===== src/rtl/seq_ctrl_pkg.sv =====
// Shared types and default sizes for the serial pattern detection controller.
package seq_ctrl_pkg;

   localparam int PAT_W_DEF = 4;
   localparam int CNT_W_DEF = 4;
   localparam int WIN_W_DEF = 8;

   typedef enum logic [1:0] {
      ST_IDLE   = 2'd0,
      ST_ARM    = 2'd1,
      ST_HUNT   = 2'd2,
      ST_REPORT = 2'd3
   } state_t;

endpackage


===== src/rtl/seq_pattern_match.sv =====
// Serial pattern matcher: shift register, fill count and comparator.
// o_match is combinational and reflects the bit being shifted in this cycle.
module seq_pattern_match #(
   parameter int PAT_W = 4
) (
   input  logic             clk,
   input  logic             rst,
   input  logic             i_clear,
   input  logic             i_en,
   input  logic             i_bit,
   input  logic [PAT_W-1:0] i_pattern,
   input  logic             i_overlap,
   output logic             o_match
);

   localparam int FILL_W = $clog2(PAT_W + 1);

   logic [PAT_W-1:0]  r_shift;
   logic [FILL_W-1:0] r_fill;
   logic [PAT_W-1:0]  w_shift_upd;
   logic [FILL_W-1:0] w_fill_inc;

   // Next shift contents and saturating fill, compared against the pattern
   always_comb begin
      w_shift_upd = {r_shift[PAT_W-2:0], i_bit};
      w_fill_inc  = (r_fill == FILL_W'(PAT_W)) ? r_fill : r_fill + 1'b1;
      o_match     = i_en && (w_fill_inc == FILL_W'(PAT_W)) && (w_shift_upd == i_pattern);
   end

   // Shift only on enabled cycles; a non-overlapping match restarts the fill
   always_ff @(posedge clk) begin
      if (rst || i_clear) begin
         r_shift <= '0;
         r_fill  <= '0;
      end else if (i_en) begin
         r_shift <= w_shift_upd;
         r_fill  <= (o_match && !i_overlap) ? '0 : w_fill_inc;
      end
   end

endmodule


===== src/rtl/seq_detect_ctrl.sv =====
// Session controller for serial pattern detection: arms on start, hunts for
// matches within an optional cycle window, reports done/timeout until ack.
// Optional feature macro: SEQ_CTRL_MATCH_LOG_EN adds first_match_pos/valid.
module seq_detect_ctrl
   import seq_ctrl_pkg::*;
#(
   parameter int PAT_W = PAT_W_DEF,
   parameter int CNT_W = CNT_W_DEF,
   parameter int WIN_W = WIN_W_DEF
) (
   input  logic             clk,
   input  logic             rst,
   input  logic             start,
   input  logic             abort,
   input  logic             ack,
   input  logic [PAT_W-1:0] pattern,
   input  logic             overlap,
   input  logic [CNT_W-1:0] target,
   input  logic [WIN_W-1:0] window,
   input  logic             in,
   input  logic             in_valid,
   output logic             detected,
   output logic             busy,
   output logic             done,
   output logic             timeout,
   output logic [1:0]       dbg_state,
`ifdef SEQ_CTRL_MATCH_LOG_EN
   output logic [WIN_W-1:0] first_match_pos,
   output logic             first_match_valid,
`endif
   output logic [CNT_W-1:0] match_count
);

   state_t           r_state, w_state_next;
   logic             r_done, w_done_next;
   logic             r_timeout, w_timeout_next;
   logic             r_detected, w_detected_next;
   logic [CNT_W-1:0] r_cnt, w_cnt_next, w_cnt_inc;
   logic [WIN_W-1:0] r_win, w_win_next, w_win_inc;
   logic [PAT_W-1:0] r_pattern;
   logic             r_overlap;
   logic [CNT_W-1:0] r_target;
   logic [WIN_W-1:0] r_window;
   logic             w_arm, w_shift_en, w_match;

   // Abort outranks everything, so it also suppresses arming and shifting
   assign w_arm      = (r_state == ST_ARM) && !abort;
   assign w_shift_en = (r_state == ST_HUNT) && !abort && in_valid;
   assign w_cnt_inc  = (&r_cnt) ? r_cnt : r_cnt + 1'b1;
   assign w_win_inc  = r_win + 1'b1;

   seq_pattern_match #(.PAT_W(PAT_W)) u_match (
      .clk       (clk),
      .rst       (rst),
      .i_clear   (w_arm),
      .i_en      (w_shift_en),
      .i_bit     (in),
      .i_pattern (r_pattern),
      .i_overlap (r_overlap),
      .o_match   (w_match)
   );

   // Session configuration is captured once in ARM; target 0 means 1
   always_ff @(posedge clk) begin
      if (rst) begin
         r_pattern <= '0;
         r_overlap <= 1'b0;
         r_target  <= CNT_W'(1);
         r_window  <= '0;
      end else if (w_arm) begin
         r_pattern <= pattern;
         r_overlap <= overlap;
         r_target  <= (target == '0) ? CNT_W'(1) : target;
         r_window  <= window;
      end
   end

   // Next state, counters and flags; success beats window expiry
   always_comb begin
      w_state_next    = r_state;
      w_done_next     = r_done;
      w_timeout_next  = r_timeout;
      w_detected_next = 1'b0;
      w_cnt_next      = r_cnt;
      w_win_next      = r_win;
      case (r_state)
         ST_IDLE: begin
            if (start) w_state_next = ST_ARM;
         end
         ST_ARM: begin
            if (abort) begin
               w_state_next   = ST_IDLE;
               w_done_next    = 1'b0;
               w_timeout_next = 1'b0;
            end else begin
               w_cnt_next   = '0;
               w_win_next   = '0;
               w_state_next = ST_HUNT;
            end
         end
         ST_HUNT: begin
            if (abort) begin
               w_state_next   = ST_IDLE;
               w_done_next    = 1'b0;
               w_timeout_next = 1'b0;
            end else begin
               w_win_next = w_win_inc;
               if (w_match) begin
                  w_detected_next = 1'b1;
                  w_cnt_next      = w_cnt_inc;
               end
               if (w_match && (w_cnt_inc == r_target)) begin
                  w_done_next  = 1'b1;
                  w_state_next = ST_REPORT;
               end else if ((r_window != '0) && (w_win_inc == r_window)) begin
                  w_timeout_next = 1'b1;
                  w_state_next   = ST_REPORT;
               end
            end
         end
         ST_REPORT: begin
            if (abort || ack) begin
               w_state_next   = ST_IDLE;
               w_done_next    = 1'b0;
               w_timeout_next = 1'b0;
            end
         end
         default: w_state_next = ST_IDLE;
      endcase
   end

   // State and registered outputs
   always_ff @(posedge clk) begin
      if (rst) begin
         r_state    <= ST_IDLE;
         r_done     <= 1'b0;
         r_timeout  <= 1'b0;
         r_detected <= 1'b0;
         r_cnt      <= '0;
         r_win      <= '0;
      end else begin
         r_state    <= w_state_next;
         r_done     <= w_done_next;
         r_timeout  <= w_timeout_next;
         r_detected <= w_detected_next;
         r_cnt      <= w_cnt_next;
         r_win      <= w_win_next;
      end
   end

`ifdef SEQ_CTRL_MATCH_LOG_EN
   logic [WIN_W-1:0] r_first_pos;
   logic             r_first_valid;

   // Record the window count of the first match in each session
   always_ff @(posedge clk) begin
      if (rst || w_arm) begin
         r_first_pos   <= '0;
         r_first_valid <= 1'b0;
      end else if (w_detected_next && !r_first_valid) begin
         r_first_pos   <= r_win;
         r_first_valid <= 1'b1;
      end
   end

   assign first_match_pos   = r_first_pos;
   assign first_match_valid = r_first_valid;
`endif

   assign detected    = r_detected;
   assign busy        = (r_state == ST_ARM) || (r_state == ST_HUNT);
   assign done        = r_done;
   assign timeout     = r_timeout;
   assign match_count = r_cnt;
   assign dbg_state   = r_state;

endmodule


===== config.mk =====
export PLATFORM = sky130hd
export DESIGN_NAME = seq_detect_ctrl
export DESIGN_NICKNAME = d
export VERILOG_FILES = /design/src/rtl/seq_ctrl_pkg.sv /design/src/rtl/seq_pattern_match.sv /design/src/rtl/seq_detect_ctrl.sv
export SDC_FILE = /design/constraint.sdc
export NUM_CORES = 1
export LEC_CHECK = 0
export CAP_MARGIN = 30
export CORE_MARGIN = 2
export CORE_UTILIZATION = 54
export DETAILED_ROUTE_END_ITERATION = 10
export PLACE_DENSITY = 0.78
export SETUP_SLACK_MARGIN = 0.05
export SKIP_LAST_GASP = 1
export SLEW_MARGIN = 20
export SYNTH_ARGS = -nofsm -noshare
export SYNTH_HDL_FRONTEND = slang
export SYNTH_HIERARCHICAL = 1
export SYNTH_SLANG_ARGS = --single-unit
export TNS_END_PERCENT = 1

===== constraint.sdc =====
create_clock -name clk -period 4.5 [get_ports clk]
set_clock_uncertainty 0.1 [all_clocks]
set_input_delay 0.9 -clock clk [delete_from_list [all_inputs] [get_ports clk]]
set_output_delay 0.9 -clock clk [all_outputs]
set_load 0.005 [all_outputs]

# ---- Word level (Yosys, flattened, before mapping)
# Index checks and enable logic that the tools add are counted.
# W data, S select, Z words.
dict set report word_totals {
  register_bits 40
  input_bits 24
  output_inout_bits 10
  elab_cells 87
}
dict set report op_classes {
  add_sub_neg 3
  n_eq_ne 18
  n_mux 28
  n_bitwise 1
  n_reduce_logical 25
}
# op count
set op_table {}
lappend op_table {{$mux W4} 5}
lappend op_table {{$mux W8} 2}
lappend op_table {{$pmux W8 S2} 1}
lappend op_table {{$mux W2} 6}
lappend op_table {{$reduce_and A4 Y1} 3}
lappend op_table {{$ne A2 B2 Y1 const B} 5}
lappend op_table {{$add A8 B1 Y8 const B} 1}
lappend op_table {{$eq A4 B4 Y1} 2}
lappend op_table {{$eq A8 B8 Y1} 1}
lappend op_table {{$logic_and A1 B1 Y1} 8}
lappend op_table {{$mux W1} 8}
lappend op_table {{$pmux W2 S4} 1}
lappend op_table {{$pmux W4 S2} 1}
lappend op_table {{$reduce_bool A8 Y1} 1}
lappend op_table {{$eq A3 B3 Y1 const B} 2}
lappend op_table {{$mux W3} 2}
lappend op_table {{$ne A3 B2 Y1 const B} 2}
lappend op_table {{$pmux W1 S3} 2}
lappend op_table {{$reduce_and A3 Y1} 2}
lappend op_table {{$reduce_and A5 Y1} 1}
lappend op_table {{$add A4 B1 Y4 const B} 1}
lappend op_table {{$eq A2 B2 Y1 const B} 2}
lappend op_table {{$logic_not A4 Y1} 1}
lappend op_table {{$ne A4 B2 Y1 const B} 1}
lappend op_table {{11 further kinds} 14}

# ---- Logic depth before layout (Yosys ltp)
# Gate-level depths: netlist of run 1.
dict set report logic_depth {
  depth_word 9
  mapped_depth 13
  ltp_nobuf 11
}

# ---- By module
# Netlist of run 1, hierarchy kept.
# mod instances cells_per_inst area_each_um2 seq_area_each_um2
set modules_own_cells {}
lappend modules_own_cells {seq_detect_ctrl 1 237 1850.5 680.7}
lappend modules_own_cells {seq_pattern_match 1 41 362.8 120.1}

# ---- Worst setup path after synthesis of run 1
# OpenSTA, ideal clock, no wires.
dict set report synth_path {
  path_kind {register to register}
  start {reg r_state[0] (netlist: dbg_state[0])}
  end {reg r_cnt[1] (netlist: match_count[1])}
  arrival_time_ps 3027
  required_time_ps 4339
  slack_ps 1312
  stages_incl_launch_ff 14
  n_path_buf 2
  period_less_slack_ps 3188
  path_cell_list {dfxtp_1 inv_1 ha_1 clkbuf_1 nor2b_1 and2_1 buf_6 inv_2 or4_4 nor3_1 nor3b_1 inv_1 o21ai_0 a32o_1}
}
dict set report synth_via {
  elab_chain_cells 7
  elab_cells_between_ends 12
  classes_between {eq/ne (5); mux (1); reduce/logical (6)}
}
# item line_no
set synth_rtl {}
lappend synth_rtl {{start, declared} seq_detect_ctrl.sv:34} ;# state_t r_state, w_state_next;
lappend synth_rtl {{start signal, assigned} seq_detect_ctrl.sv:142} ;# r_state <= w_state_next;
lappend synth_rtl {{$eq A2 B2 Y1} seq_detect_ctrl.sv:48} ;# assign w_shift_en = (r_state == ST_HUNT) && !abort && in_valid;
lappend synth_rtl {{$logic_and A1 B1 Y1 (2 in series)} seq_detect_ctrl.sv:48}
lappend synth_rtl {{net w_shift_en} seq_detect_ctrl.sv:44} ;# logic w_arm, w_shift_en, w_match;
lappend synth_rtl {{$logic_and A1 B1 Y1 (2 in series)} seq_pattern_match.sv:27} ;# o_match = i_en && (w_fill_inc == FILL_W'(PAT_W)) && (w_shift_upd == i_pattern);
lappend synth_rtl {{net w_match} seq_detect_ctrl.sv:44}
lappend synth_rtl {{$ne A2 B1 Y1 (no line)} --}
lappend synth_rtl {{$reduce_and A4 Y1 (no line)} --}
lappend synth_rtl {{end signal, assigned} seq_detect_ctrl.sv:146} ;# r_cnt <= w_cnt_next;
lappend synth_rtl {{end, declared} seq_detect_ctrl.sv:38} ;# logic [CNT_W-1:0] r_cnt, w_cnt_next, w_cnt_inc;
# The timed path passes the listed nets, and every way through them passes these cells.
# A chain may end at the register's enable or synchronous reset.

# ---- Final worst setup path of run 1
dict set report layout_path {
  start {in abort}
  end {reg r_cnt[1] (netlist: match_count[1])}
}
dict set report layout_via {
  elab_chain_cells 7
  elab_cells_between_ends 9
  classes_between {eq/ne (3); reduce/logical (6)}
}
# item line_no
set layout_rtl {}
lappend layout_rtl {{start, declared} seq_detect_ctrl.sv:14} ;# input logic abort,
lappend layout_rtl {{$logic_not A1 Y1} seq_detect_ctrl.sv:48}
lappend layout_rtl {{$logic_and A1 B1 Y1 (2 in series)} seq_detect_ctrl.sv:48}
lappend layout_rtl {{net w_shift_en} seq_detect_ctrl.sv:44}
lappend layout_rtl {{$logic_and A1 B1 Y1 (2 in series)} seq_pattern_match.sv:27}
lappend layout_rtl {{net w_match} seq_detect_ctrl.sv:44}
lappend layout_rtl {{$ne A2 B1 Y1 (no line)} --}
lappend layout_rtl {{$reduce_and A4 Y1 (no line)} --}
# The timed path passes the listed nets, and every way through them passes these cells.

==> results of run 1 <==
## layout by cell type (no fill, tap or decap), drive strengths merged, types with 3 or more instances in the layout
cell type	n
a21o	4
nor3	15
nand3	8
xnor2	10
clkdlybuf4s50	33
nor2b	4
nand3b	3
nand2	45
or2	3
mux2i	6
xor2	7
ha	8
clkbuf	6
o21ai	9
inv	12
nor2	24
a21oi	30
dfxtp	40
a22oi	5
buf	4
## registers in the layout, indices dropped and copies added, names as in the netlist, 2 cells and up
name and cells:
r_win 8, u_match/r_fill 3, u_match/r_shift 3, match_count 4, r_window 8, r_target 4
r_pattern 4, dbg_state 2
## stage by stage
step / hold WS [ns] / power (mW)
floorplan: 0.339 / 0.430
global placement: 0.334 / 0.472
finish: 0.342 / 0.722
global route: 0.398 / 0.747
CTS: 0.348 / 0.728
detailed placement: 0.337 / 0.474
## final cells by class
class,count,area (um2)
clock inverter,2,15.0
timing repair buffer,37,360
tap,50,62.6
multi-input combinational,214,1310
inverter,12,45.0
fill,346,1290
sequential,40,801
clock buffer,6,82.6
## power by group through the flow
stage | registers (mW) | logic, mW | clock network [mW]
2_1_floorplan | 0.378 | 0.0521 | 0
3_5_place_dp | 0.380 | 0.0937 | 0
3_3_place_gp | 0.380 | 0.0919 | 0
5_1_grt | 0.373 | 0.104 | 0.270
4_1_cts | 0.372 | 0.0942 | 0.262
6_report | 0.372 | 0.0931 | 0.257
## metal layers
layer | vias to the layer above | global-route usage | routed length (um)
met2 | 44 | 0.390 | 2430
met5 | - | 0 | 0
met1 | 951 | 0.278 | 2140
met3 | 6 | 0.0345 | 214
li1 | 1031 | - | -
met4 | 0 | 0.0750 | 55
## critical path, delay by kind of cell
kind | cells | cell delay [ns]
AOI/OAI and AO/OA | 2 | 0.31
buffers and inverters | 3 | 0.63
and+or+nand+nor | 5 | 2.18
## worst paths after layout
| check | startpoint | end |
|---|---|---|
| hold reg to reg | timeout$_SDFFE_PP0P_ | timeout$_SDFFE_PP0P_ |
| setup reg to reg | dbg_state[0]$_SDFFE_PP0P_ | match_count[1]$_SDFFE_PP0P_ |
| setup / recovery | abort | match_count[1]$_SDFFE_PP0P_ |
| hold / removal | timeout$_SDFFE_PP0P_ | timeout$_SDFFE_PP0P_ |
## logic make-up (layout without fill, tap and decap cells)
logic type,count (synthesis),after routing
AND/OR/NAND/NOR,121,121
flip-flops,40,40
multiplexers,7,7
adder cells (fa/ha/maj),8,8
buffers and inverters,24,57
AO/OA/AOI/OAI,61,61
XOR/XNOR,17,17
==> results.sh, run 1 <==
export IMPL_initial_antenna_violation_count=0
export IMPL_synth_avg_cell_area_um2=7.96
export IMPL_cp_data_required_time_ns=4.63
export IMPL_cts_sinks=40
export IMPL_synthSimpleGateAreaFrac=0.276
export IMPL_initial_util=0.557
export IMPL_top_level_ports=34
export IMPL_drc=0
export IMPL_power_per_cell_area_nw_per_um2=270
export IMPL_grt_total_usage=0.223
export IMPL_worst_slew_margin_rel=0.502
export IMPL_clockBufferDepth=2
export IMPL_placementRows=23
export IMPL_synth_cell_types=53
export IMPL_fp_dieW_um=68.0
export IMPL_area_growth_syn_to_layout_pct=21.0
export IMPL_core_area_um2=3970
export IMPL_die_area_um2=4630
export IMPL_syn_area_um2=2210
export IMPL_worst_path_max_delay_cell="nor3b_1"
export IMPL_period_minus_slack_ns=3.89
export IMPL_power_report_internal_total_mw=0.534
export IMPL_layout_core_utilization=0.674
export IMPL_reg2regPathDepth=11
export IMPL_dp_final_hpwl_um=3530
export IMPL_gp_routability_congestion=0.850
export IMPL_ctsHtreeMaxLevel=2
export IMPL_yosys_top_cells_area="dfxtp_1, nand2_1, a21oi_1, ha_1, nor2_1"
export IMPL_setup_tns_final_ns=0
export IMPL_maxCapViolations=0
export IMPL_setup_crit_path_kind="input port to flop"
export IMPL_synth_xor_area_frac=0.0673
export IMPL_synth_area_mux_share=0.0339
export IMPL_layout_drive_gt1_share=0.0675
export IMPL_worst_setup_path_end_kind="flop"
export IMPL_clkTransAtPathRegs_ns=0.08
export IMPL_setup_repair_after_global_routing_missed_its_margin="false"
export IMPL_synth_fa_ha_area_frac=0.0452
export IMPL_reg2reg_setup_slack_ns=0.74
export IMPL_hold_depth=2
export IMPL_detail_route_antenna_nets=0
export IMPL_post_cts_resize_count=0
export IMPL_post_syn_instances=278
export IMPL_synth_most_common_cell="nand2_1"
export IMPL_power_share_switching=0.260
export IMPL_synth_edff_count=0
export IMPL_tritoncts_clock_tree="done"
export IMPL_cell_at_the_root_of_the_clock_tree="clkbuf_8"
export IMPL_cts_buffers=5
export IMPL_finalWirelength_um=4840
export IMPL_finished_cell_area_um2=2680
export IMPL_netlist_top_cell_by_area="dfxtp_1"
export IMPL_globalRouteOverflowTotal=0
export IMPL_io_buffers=33
export IMPL_path_cells="clkdlybuf4s50_1 > nor2b_1 > and2_1 > inv_2 > or4_4 > nor3_1 > nor3b_1 > inv_1 > o21ai_0 > a32o_1"
export IMPL_comb_power_share=0.129
export IMPL_final_max_slew_violation_count=0
export IMPL_power_frac_seq=0.515
export IMPL_viasPerCell=5.63
export IMPL_clkLatencyLatePin_ns=0.30
export IMPL_holdCritPathClass="flop to flop"
export IMPL_post_layout_instance_count_excluding_filler_cells=361
export IMPL_finalWorstSetupSlack_ns=0.606
export IMPL_timing_hold_violations_final=0
export IMPL_synth_ff_latch_count=40
export IMPL_net_switching_power_mw=0.188
export IMPL_post_cts_repair_setup_buffers=0
export IMPL_synth_top_cells_by_count="nand2_1, dfxtp_1, a21oi_1"
export IMPL_ctsHoldBuffers=0
export IMPL_route_vias_total=2032
export IMPL_tightestPinTransition_ns=0.745
export IMPL_max_freq_mhz=257
export IMPL_peakVddDrop_mv=0.159
export IMPL_fin_nets=342
export IMPL_final_min_period_over_clock_period=0.865
export IMPL_first_pass_iters=4
export IMPL_drt_iter0_drc=115
export IMPL_numPlacedInstances=353
export IMPL_synth_sequential_area_ratio=0.362
export IMPL_first_pass_grt_wire_length_um=7830
export IMPL_outcome="complete, no violations"
export IMPL_yosys_warnings=6
export IMPL_dpl_worst_slack_ns=0.420
export IMPL_grt_max_degree=25
export IMPL_area_share_of_the_largest_cell_type_after_synthesis=0.362
export IMPL_detailed_place_area_um2=2580
export IMPL_clkPwrFrac=0.356
export IMPL_synthFlopType="dfxtp_1"
export IMPL_static_leakage_power_nw=0.955
export IMPL_critPathMaxFanout=7
export IMPL_die_y_um=68.0
export IMPL_synth_top_family_by_area="simple AND/OR/NAND/NOR gates"
export IMPL_synth_fp_nets=310
export IMPL_num_antenna_cells=0
export IMPL_critical_path_max_stage_delay_ns=0.67
export IMPL_number_of_global_route_vias_before_repair=1786
export IMPL_routed_wire_length_per_instance_um=13.4
export IMPL_critical_path_source_type="input port"
export IMPL_synth_compound_area_share=0.170
export IMPL_final_setup_viol_count=0
export IMPL_asyncSetResetFlopFracSynth=0
export IMPL_arrival_ns=4.02
(Power assumes the default switching activity.)
==> run 2, diff against run 1 <==
CORE_UTILIZATION = 45   (was 54)
PLACE_DENSITY = 0.67   (was 0.78)
==> run 2 against run 1 <==
Total power grew 4.5%. Clock power rose by 13%. Critical path depth unchanged. Clock-buffer cell count unchanged. First-iteration DRC count is 29% lower. Register-to-register slack about the same. Core utilization is 10 points lower. Sequential share of layout area is 0.35 points lower. Highest routed layer unchanged. Global-route usage shrank 2.9 points. Sequential power barely moved. Critical path type unchanged. Worst setup slack improved by 0.022 ns.
==> results.sh, run 2 (same netlist as run 1, synthesis figures left out) <==
export IMPL_clkLatencyLatePin_ns=0.29
export IMPL_clkTransAtPathRegs_ns=0.08
export IMPL_clockBufferDepth=2
export IMPL_globalRouteOverflowTotal=0
export IMPL_final_min_period_over_clock_period=0.860
export IMPL_clkPwrFrac=0.384
export IMPL_drc=0
export IMPL_setup_repair_after_global_routing_missed_its_margin="false"
export IMPL_timing_hold_violations_final=0
export IMPL_routed_wire_length_per_instance_um=13.2
export IMPL_initial_util=0.469
export IMPL_net_switching_power_mw=0.180
export IMPL_layout_core_utilization=0.574
export IMPL_finalWirelength_um=4990
export IMPL_final_cell_mix="nand2_1, dfxtp_1, clkdlybuf4s50_1"
export IMPL_grt_max_degree=34
export IMPL_initial_antenna_violation_count=0
export IMPL_peakVddDrop_mv=0.172
export IMPL_first_pass_grt_wire_length_um=8320
export IMPL_critPathBufInv=3
export IMPL_die_area_um2=5500
export IMPL_reg2regPathDepth=11
export IMPL_power_share_switching=0.239
export IMPL_io_buffers=33
export IMPL_final_setup_viol_count=0
export IMPL_path_cells="clkdlybuf4s50_1 > nor2b_1 > and2_1 > inv_2 > or4_4 > nor3_1 > nor3b_1 > inv_1 > o21ai_0 > a32o_1"
export IMPL_post_cts_repair_setup_buffers=0
export IMPL_number_of_global_route_vias_before_repair=1878
export IMPL_comb_power_share=0.123
export IMPL_holdCritPathClass="flop to flop"
export IMPL_worstHoldStart="timeout$_SDFFE_PP0P_"
export IMPL_viasPerCell=5.23
export IMPL_cp_data_required_time_ns=4.63
export IMPL_min_delay_worst_endpoint="timeout$_SDFFE_PP0P_"
export IMPL_crit_reg2reg_capture="match_count[1]$_SDFFE_PP0P_"
export IMPL_layout_drive_gt1_share=0.0643
export IMPL_cts_buffers=5
export IMPL_cts_sinks=40
export IMPL_reg_largest_list="r_win (8), r_window (8)"
export IMPL_setup_tns_final_ns=0
export IMPL_finished_cell_area_um2=2710
export IMPL_detailed_place_area_um2=2600
export IMPL_worst_setup_path_end_kind="flop"
export IMPL_tritoncts_clock_tree="done"
export IMPL_layout_filler_cells=452
export IMPL_power_frac_seq=0.493
export IMPL_drt_iter0_drc=82
export IMPL_dp_final_hpwl_um=3550
export IMPL_fp_dieW_um=74.1
export IMPL_critical_path_max_stage_delay_ns=0.65
export IMPL_ctsHtreeMaxLevel=2
export IMPL_critPathMaxFanout=7
export IMPL_layout_area_seq_um2=801
export IMPL_setup_crit_path_kind="input port to flop"
export IMPL_die_y_um=74.1
export IMPL_hold_depth=2
export IMPL_cell_at_the_root_of_the_clock_tree="clkbuf_8"
export IMPL_outcome="complete, no violations"
export IMPL_grt_total_usage=0.194
export IMPL_worst_path_max_delay_cell="nor3b_1"
export IMPL_placementRows=25
export IMPL_power_per_cell_area_nw_per_um2=279
export IMPL_top_level_ports=34
export IMPL_core_area_um2=4720
export IMPL_mostFrequentLayoutCell="nand2_1"
export IMPL_ctsHoldBuffers=0
export IMPL_worst_slew_margin_rel=0.527
export IMPL_final_max_slew_violation_count=0
export IMPL_static_leakage_power_nw=0.967
export IMPL_gp_routability_congestion=0.898
export IMPL_cp_top_family="simple AND/OR/NAND/NOR gates"
export IMPL_multi_input_area_um2=1310
export IMPL_reg2reg_from="dbg_state[0]$_SDFFE_PP0P_"
export IMPL_critical_path_source_type="input port"
export IMPL_power_report_internal_total_mw=0.575
export IMPL_route_vias_total=1976
export IMPL_reg2reg_setup_slack_ns=0.74
export IMPL_fin_nets=342
export IMPL_period_minus_slack_ns=3.87
export IMPL_post_cts_resize_count=0
export IMPL_first_pass_iters=4
export IMPL_tightestPinTransition_ns=0.708
export IMPL_maxCapViolations=0
export IMPL_max_freq_mhz=258
export IMPL_area_growth_syn_to_layout_pct=22.4
export IMPL_arrival_ns=4.01
export IMPL_fin_hold_ws_ns=0.353
export IMPL_num_antenna_cells=0
export IMPL_detail_route_antenna_nets=0
-- run 2: cell count changes in the layout (fill, tap and decap cells not counted), sizes merged --
| cell | previous run | this run |
|---|---|---|
| clkinv | 0 | 1 |
| clkinvlp | 2 | 0 |
| bufinv | 0 | 1 |
-- run 2: routing by layer --
layer / wire length (um) / global-route usage / vias up
li1: - / - / 1033
met5: 0 / 0 / -
met2: 2430 / 0.338 / 40
met1: 2280 / 0.235 / 897
met4: 47 / 0.0646 / 0
met3: 226 / 0.0461 / 6
-- run 2: power by group through the flow --
stage	Combinational, mW	Sequential [mW]	Clock (mW)
2_1_floorplan	0.0521	0.378	0
3_3_place_gp	0.0928	0.380	0
3_5_place_dp	0.0932	0.381	0
4_1_cts	0.0936	0.373	0.297
5_1_grt	0.103	0.374	0.311
6_report	0.0925	0.372	0.290
-- run 2: worst max-delay path by stage --
stage / start / to / slack (ns) / depth (start not counted)
4_1_cts: abort / match_count[1]$_SDFFE_PP0P_ / 0.60 / 10
2_1_floorplan: dbg_state[0]$_SDFFE_PP0P_ / match_count[1]$_SDFFE_PP0P_ / 1.31 / 13
3_5_place_dp: abort / match_count[1]$_SDFFE_PP0P_ / 0.31 / 10
3_3_place_gp: abort / match_count[1]$_SDFFE_PP0P_ / 0.47 / 10
6_report: abort / match_count[1]$_SDFFE_PP0P_ / 0.63 / 10
5_1_grt: abort / match_count[1]$_SDFFE_PP0P_ / 0.38 / 10
-- run 2: final cells by class --
cell class,count,area share
clock buffer,6,0.0268
clock inverter,2,0.0129
tap,67,0.0309
inverter,12,0.0166
timing repair buffer,37,0.133
sequential,40,0.296
multi-input combinational,214,0.484
-- run 2: through the flow --
| stage | cells | power, mW | setup slack (ns) |
|---|---|---|---|
| 2_1_floorplan | 278 | 0.430 | 1.31 |
| 3_3_place_gp | 370 | 0.473 | 0.469 |
| 3_5_place_dp | 370 | 0.474 | 0.313 |
| 4_1_cts | 378 | 0.763 | 0.603 |
| 5_1_grt | 378 | 0.788 | 0.382 |
| 6_report | 378 | 0.755 | 0.628 |
-- run 2: tightest hold or removal path: stages (launching register included) --
cell	delay, ns
dfxtp_1	0.31
inv_1	0.05
a21oi_1	0.05
==> run 3, diff against run 2 <==
TNS_END_PERCENT = not set   (was 1)
==> results of run 3 <==
The final DEF is identical to that of run 2; final timing and power are the same.
